[src/rtl/tdm_demux4.sv]
// rtl/tdm_demux4.sv - serial TDM demultiplexer, four WIDTH-bit channel slots per frame
module tdm_demux4 #(
    parameter int WIDTH = 8
) (
    input  logic                 clk,
    input  logic                 rst_n,
    input  logic                 in,
    input  logic                 frame,
    input  logic                 enable,
    output logic [4*WIDTH-1:0]   out,
    output logic [3:0]           valid,
    output logic                 frame_done,
    output logic                 sync_err,
    output logic                 locked
);
    localparam int BW = (WIDTH > 1) ? $clog2(WIDTH) : 1;
    localparam logic [BW-1:0] LAST_BIT = BW'(WIDTH - 1);
    localparam logic [BW-1:0] FIRST_NEXT = BW'(1);

    typedef enum logic {HUNT = 1'b0, RECV = 1'b1} state_t;

    state_t            state;
    logic [BW-1:0]     bit_cnt;
    logic [1:0]        ch_cnt;
    logic [WIDTH-1:0]  shift;

    // In RECV, both counters at zero means the previous frame closed and a frame start is due.
    logic expect_start;
    assign expect_start = (bit_cnt == '0) && (ch_cnt == 2'd0);
    assign locked = (state == RECV);

    always_ff @(posedge clk or negedge rst_n) begin
        if (!rst_n) begin
            state      <= HUNT;
            bit_cnt    <= '0;
            ch_cnt     <= 2'd0;
            shift      <= '0;
            out        <= '0;
            valid      <= 4'b0000;
            frame_done <= 1'b0;
            sync_err   <= 1'b0;
        end else begin
            valid      <= 4'b0000;
            frame_done <= 1'b0;
            sync_err   <= 1'b0;
            if (enable) begin
                case (state)
                    HUNT: begin
                        if (frame) begin
                            state   <= RECV;
                            shift   <= {{(WIDTH-1){1'b0}}, in};
                            bit_cnt <= FIRST_NEXT;
                            ch_cnt  <= 2'd0;
                        end
                    end
                    RECV: begin
                        if (expect_start) begin
                            if (frame) begin
                                shift   <= {{(WIDTH-1){1'b0}}, in};
                                bit_cnt <= FIRST_NEXT;
                            end else begin
                                sync_err <= 1'b1;
                                state    <= HUNT;
                            end
                        end else if (frame) begin
                            // Unexpected frame start: drop the partial slot and realign on this bit.
                            sync_err <= 1'b1;
                            shift    <= {{(WIDTH-1){1'b0}}, in};
                            bit_cnt  <= FIRST_NEXT;
                            ch_cnt   <= 2'd0;
                        end else begin
                            shift <= {shift[WIDTH-2:0], in};
                            if (bit_cnt == LAST_BIT) begin
                                out[ch_cnt*WIDTH +: WIDTH] <= {shift[WIDTH-2:0], in};
                                valid      <= 4'b0001 << ch_cnt;
                                frame_done <= (ch_cnt == 2'd3);
                                bit_cnt    <= '0;
                                ch_cnt     <= ch_cnt + 2'd1;
                            end else begin
                                bit_cnt <= bit_cnt + FIRST_NEXT;
                            end
                        end
                    end
                    default: state <= HUNT;
                endcase
            end
        end
    end
endmodule

[config.mk]
export PLATFORM = sky130hd
export DESIGN_NAME = tdm_demux4
export DESIGN_NICKNAME = d
export VERILOG_FILES = /design/src/rtl/tdm_demux4.sv
export SDC_FILE = /design/constraint.sdc
export NUM_CORES = 1
export LEC_CHECK = 0
export ABC_AREA = 0
export BUFFER_PORTS_ARGS = -buffer_cell sky130_fd_sc_hd__clkbuf_2
export CAP_MARGIN = 15
export CORE_MARGIN = 2
export CORE_UTILIZATION = 50
export CTS_CLUSTER_DIAMETER = 200
export DETAILED_ROUTE_END_ITERATION = 10
export GPL_TIMING_DRIVEN = 0
export MAX_ROUTING_LAYER = met4
export PLACE_DENSITY = 0.76
export RECOVER_POWER = 25
export SYNTH_ARGS = -nofsm -noshare
export SYNTH_HDL_FRONTEND = slang
export SYNTH_SLANG_ARGS = --single-unit
[constraint.sdc]
create_clock -name clk -period 2.3 [get_ports clk]
set_clock_uncertainty 0.2 [all_clocks]
set_input_delay 0.575 -clock clk [delete_from_list [all_inputs] [get_ports clk]]
set_output_delay 0.575 -clock clk [all_outputs]
set_load 0.03 [all_outputs]
## Word-level counts from Yosys, hierarchy flattened

Index checks and enable logic that the tools add are counted.

- Logic and storage cells: 59
- Latch bits: 0
- Output and inout port bits: 39
- Memory bits (read-only): 0
- Memory bits (writable): 0
- Input bits: 5
- Register bits after elaboration: 52
- Memories: 0

- Div/mod/pow operators: 0
- $mul: 0
- Mux-type cells: 32
- Reduce and logical (&&, ||, !) cells: 5
- $add $sub $neg: 3
- Equality and inequality tests: 5
- $lt $le $gt $ge: 0
- Shift operators: 3
- Bitwise operators: 3

Operators by type and width:

| operator | count |
|---|---|
| negation 5 -> 34 bit | 1 |
| variable shift 8 x 34 -> 32 bit (first input constant) | 1 |
| variable part select 8 x 34 -> 32 bit | 1 |
| bitwise mux 32 bit | 1 |
| two-way mux 8 bit | 3 |
| two-way mux 4 bit | 5 |
| case mux 8 bit (2 select lines) | 1 |
| two-way mux 3 bit | 4 |
| two-way mux 1 bit | 11 |
| two-way mux 2 bit | 4 |
| case mux 3 bit (2 select lines) | 1 |
| AND reduction 5 bit | 1 |
| != test 2 bit (second input constant) | 2 |
| case mux 2 bit (2 select lines) | 1 |
| AND reduction 4 bit | 1 |
| left shift 1 x 2 -> 4 bit (first input constant) | 1 |
| adder 3 x 1 -> 3 bit (second input constant) | 1 |
| == test 3 bit (second input constant) | 1 |
| zero test 3 bit | 1 |
| != test 3 x 2 -> 1 bit (second input constant) | 1 |
| NOT 1 bit | 3 |
| adder 2 x 1 -> 2 bit (second input constant) | 1 |
| == test 2 bit (second input constant) | 1 |
| zero test 2 bit | 1 |
| 2 further kinds | 2 |

## Depth between registers and ports, before layout

- Depth in word-level cells: 6
- Depth in mapped cells: 10
- Depth with buffers taken out: 7

## Worst setup path after synthesis

OpenSTA, ideal clock, no wires.

- Path type: reg-to-reg
- Start: register ch_cnt[0]
- End: register out[5]
- Data arrival time: 1.862 ns
- Path buffers: 2
- Clock period less this slack: 2.180 ns
- Setup slack: 0.120 ns
- Required time: 1.982 ns
- Cell stages (with the launch flop): 10
- Setup time: 0.118 ns
- Cells stage by stage: dfrtp_1 > inv_1 > ha_1 > nand3b_4 > ha_1 > and4_1 > buf_6 > buf_12 > and4_1 > a21o_1

- Longest elaborated chain between the ends: 4
- Elaborated cells on any way between the ends: 8
- Those cells by class: 1 x add/sub; 2 x shift; 1 x mux; 1 x bitwise; 3 x reduce/logical

RTL lines:

| item | RTL line | text |
|---|---|---|
| from (decl) | 24 | `logic [1:0] ch_cnt;` |
| from (signal assigned) | 78 | `ch_cnt <= ch_cnt + 2'd1;` |
| branches (longest 4 deep; another with negation 5 -> 34 bit) | n/a |  |
| to (signal, indexed assignment) | 74 | `out[ch_cnt*WIDTH +: WIDTH] <= {shift[WIDTH-2:0], in};` |
| to (decl) | 10 | `output logic [4*WIDTH-1:0] out,` |

Parallel ways; which one is timed is not known.
A chain may end at the register's enable or synchronous reset.

## Worst setup path after layout

Ends and elaborated chain as after synthesis.

==> results.md <==
Detailed routing:
- The number of routed nets with antenna violations is 0.
- The vias per cell is between 5 and 6.
- The number of DRC markers after the initial detailed-route iteration is 146.
- The routed wirelength normalized by instance count is 14.8 µm.
- In the routed design, unresolved DRC markers number 0.
- The final layout contains routed wiring with a total length of 4.94 mm.
- The first detailed-routing pass ran for 4 iterations.
- The routed layout has 1,843 vias.

Synthesis:
- Of the post-synthesis cell area, the dominant cell type holds 52.4%.
- The library cell with the largest summed area after synthesis is sky130_fd_sc_hd__dfrtp_1.
- Counting distinct cell types in the post-synthesis netlist gives 36.
- The total number of yosys warnings is 0.
- The most used flip-flop cell after synthesis is sky130_fd_sc_hd__dfrtp_1.
- By area the synthesized netlist is led by sky130_fd_sc_hd__dfrtp_1, sky130_fd_sc_hd__nand4_1, sky130_fd_sc_hd__o21ai_1.
- The per-instance average area after synthesis is approximately 11 µm².
- The post-synthesis net count is 240.
- The synthesized design contains 0 enable-type register cells.
- For this run, asynchronously set or reset flops after synthesis account for 100%.
- The synthesized design contains 50 register bits.
- Synthesis produced about 230 cells.
- The sequential cell area fraction in the yosys report is 52.4%.
- In this run the cell area of the synthesized design comes to 0.00239 mm².

Job:
- The max-cap check violation count is 0.

Clock tree:
- Counting the buffers created by CTS gives 5.
- In this run the number of H-tree levels came out at 2.
- Clock tree synthesis selected as its root buffer the cell sky130_fd_sc_hd__clkbuf_8.
- The later pin in the worst-skew pair is clocked with a latency of just over 0.3 ns.
- The clock passes through at most 2 buffers.
- The clock edge transition at the registers on the reported setup and hold paths is 0.10 ns.
- Clock tree synthesis found a total of 50 sinks.
- The clock tree from TritonCTS is done.
- The number of buffers added to fix hold violations after cts is 0.

Placed design:
- The HPWL after detailed placement is 3.50 mm.
- The worst-case setup slack after placement is -0.103 ns.
- The number of port buffers is 43.
- Routability-driven placement finished with a final weighted congestion of roughly 0.86.

STA:
- The number of max-slew violations in the final report is 0.
- On the final layout, the worst hold slack is 0.257 ns.
- The shortest period the worst path allows is 2.19 ns.
- Based on the critical path, the design can be clocked at up to 456 MHz.
- The slew at the pin closest to its max-slew limit is ~1.1 ns.
- Setup repair after global routing left no endpoint under its margin.
- The relative max-transition margin is roughly a quarter.
- Dividing the final minimum period by the clock period gives a little over nine tenths.
- The total count of hold-check failures in the final report was 0.
- Adding up every negative setup slack in the final design gives 0 ns.
- After layout, the worst setup slack is 0.109 ns.
- The final setup violation count is 0.

Floorplanning:
- The core region is roughly 0.0047 mm².
- The chip width is 73.1 µm.
- The effective utilization at floorplan is roughly 51%.
- Row generation in the floorplan step produced 25 rows.
- For this design the top-level I/O count stands at 44.
- In this run the vertical extent of the chip is 73.1 µm.
- The die outline area is 0.00535 mm².

Pwr:
- Summed over all cells, the static leakage comes to approximately 1.5 nW.
- For this design the ratio of total power to cell area is 772 mW/mm².
- The power after layout is 2.18 mW.
- The worst-case IR drop observed on VDD is 0.432 mV.

Worst setup path:
- The largest fanout of any net on the critical path is 10.
- The reg-to-reg critical path startpoint is ch_cnt[0].
- The worst setup path is captured at a register.
- STA puts the critical path data required time at about 2.3 ns.
- The capture point of the worst reg-to-reg path is out[5].
- The critical path class is reg2reg.
- The arrival time of the worst setup path is 2.19 ns.
- The number of cells on the worst reg-to-reg path is 9.
- The worst setup slack for register-to-register paths is 0.11 ns.
- The startpoint type of the worst setup path is a register.

Global routing:
- The pin count of the biggest net entering global routing is 32.
- The first global-routing pass estimated between 8 and 9 mm of wire.
- The overall fraction of global-route tracks in use is between 20% and 30%.
- The number of global-route vias before repair was 1,697.
- Global routing finished with a remaining overflow of 0.
- The number of antenna violations at the first check in global routing is 0.

Layout:
- The synthesis-to-layout area growth is 18.4%.
- In the final design database the tool counted slightly below 300 nets.
- The final core utilization is around 61%.
- In the layout the commonest cells are sky130_fd_sc_hd__dfrtp_1, sky130_fd_sc_hd__clkbuf_2, sky130_fd_sc_hd__inv_1, sky130_fd_sc_hd__nand4_1, sky130_fd_sc_hd__o21ai_1.
- The number of antenna diodes in the final layout is 0.
- The fraction of final layout cells with drive strength greater than 1 is 26.8%.
- The library cell used most frequently in the layout, excluding fill and tap cells, is sky130_fd_sc_hd__dfrtp_1.

Run status:
- The run finished with clean final reports.

Hold path:
- The path class of the tightest hold or removal check is in2async.
[cell usage after synthesis (all sizes together), types with 2 or more instances]
master	instances
buf	13
inv	31
o221ai	6
nand2	17
o21ai	25
nor2	2
a21o	8
dfrtp	50
ha	9
and4	10
mux2	2
and2	9
nand4	25
clkbuf	3
a21oi	3
a22o	2
nor3b	2
[cell type report]
type                       instances  area [µm²]
buffer                            16         125
clock buffer                       5        68.8
clock inverter                     3        40.0
fill                             399        1830
inverter                          31         116
multi-input combinational        129         908
sequential                        50        1250
tap                               54        67.6
timing repair buffer              46         249
[cells by family (layout without fill, tap and decap cells)]
family	after synthesis	in the layout	synth area share [%]
AOI/OAI and AO/OA	49	49	13.3
adders and majority gates	9	9	4.71
buffers and inverters	47	101	10.1
DFF	50	50	52.4
muxes	2	2	0.943
and+or+nand+nor	69	69	18.6
[worst max-delay path by stage]
stage	start	to	slack, ns	cells past startpoint
after floorplan	ch_cnt[0]	out[5]	0.12	9
after global placement	ch_cnt[0]	out[7]	-0.04	9
after detailed placement	ch_cnt[0]	out[5]	-0.10	9
after CTS	ch_cnt[0]	out[5]	0.03	9
after global routing	bit_cnt[1]	out[6]	0.004	9
final	ch_cnt[0]	out[5]	0.11	9
[worst max-delay path, stage by stage (launching register included)]
cell and delay (ns):
sky130_fd_sc_hd__dfrtp_2 0.46, sky130_fd_sc_hd__inv_2 0.09, sky130_fd_sc_hd__ha_4 0.18, sky130_fd_sc_hd__nand3b_4 0.12
sky130_fd_sc_hd__ha_1 0.19, sky130_fd_sc_hd__and4_1 0.20, sky130_fd_sc_hd__buf_6 0.14, sky130_fd_sc_hd__buf_12 0.14
sky130_fd_sc_hd__and4_1 0.20, sky130_fd_sc_hd__a21o_1 0.15
[power breakdown]
| group | switching [mW] | leakage [nW] | internal (mW) |
|---|---|---|---|
| sequential | 0.121 | 0.559 | 0.964 |
| combinational | 0.298 | 0.870 | 0.189 |
| clock | 0.290 | 0.0579 | 0.320 |
| total | 0.709 | 1.49 | 1.47 |
[per-stage QoR]
step / std cells / area [µm²]
after CTS: 332 / 2810
final: 334 / 2830
after floorplan: 226 / 2390
after global routing: 334 / 2830
after global placement: 323 / 2670
after detailed placement: 324 / 2690
[sequential cells by signal (all words and copies together), names as in the netlist]
name / cells
bit_cnt: 3
ch_cnt: 2
frame_done: 1
locked: 1
out: 32
shift: 7
sync_err: 1
valid: 3
[layer usage]
metal  wire length (µm)  part of all wire, %  GRT usage, %
met3                334                  6.8          4.83
met2               2290                   46          30.3
met4                 48                 0.97          7.20
met5                  0                    0             -
met1               2270                   46          28.6
[timing repair]
action	CTS	global route
gates resized for setup	3	1
setup buffers	0	2
endpoints found under the setup margin	32	24
(Power assumes the default switching activity.)
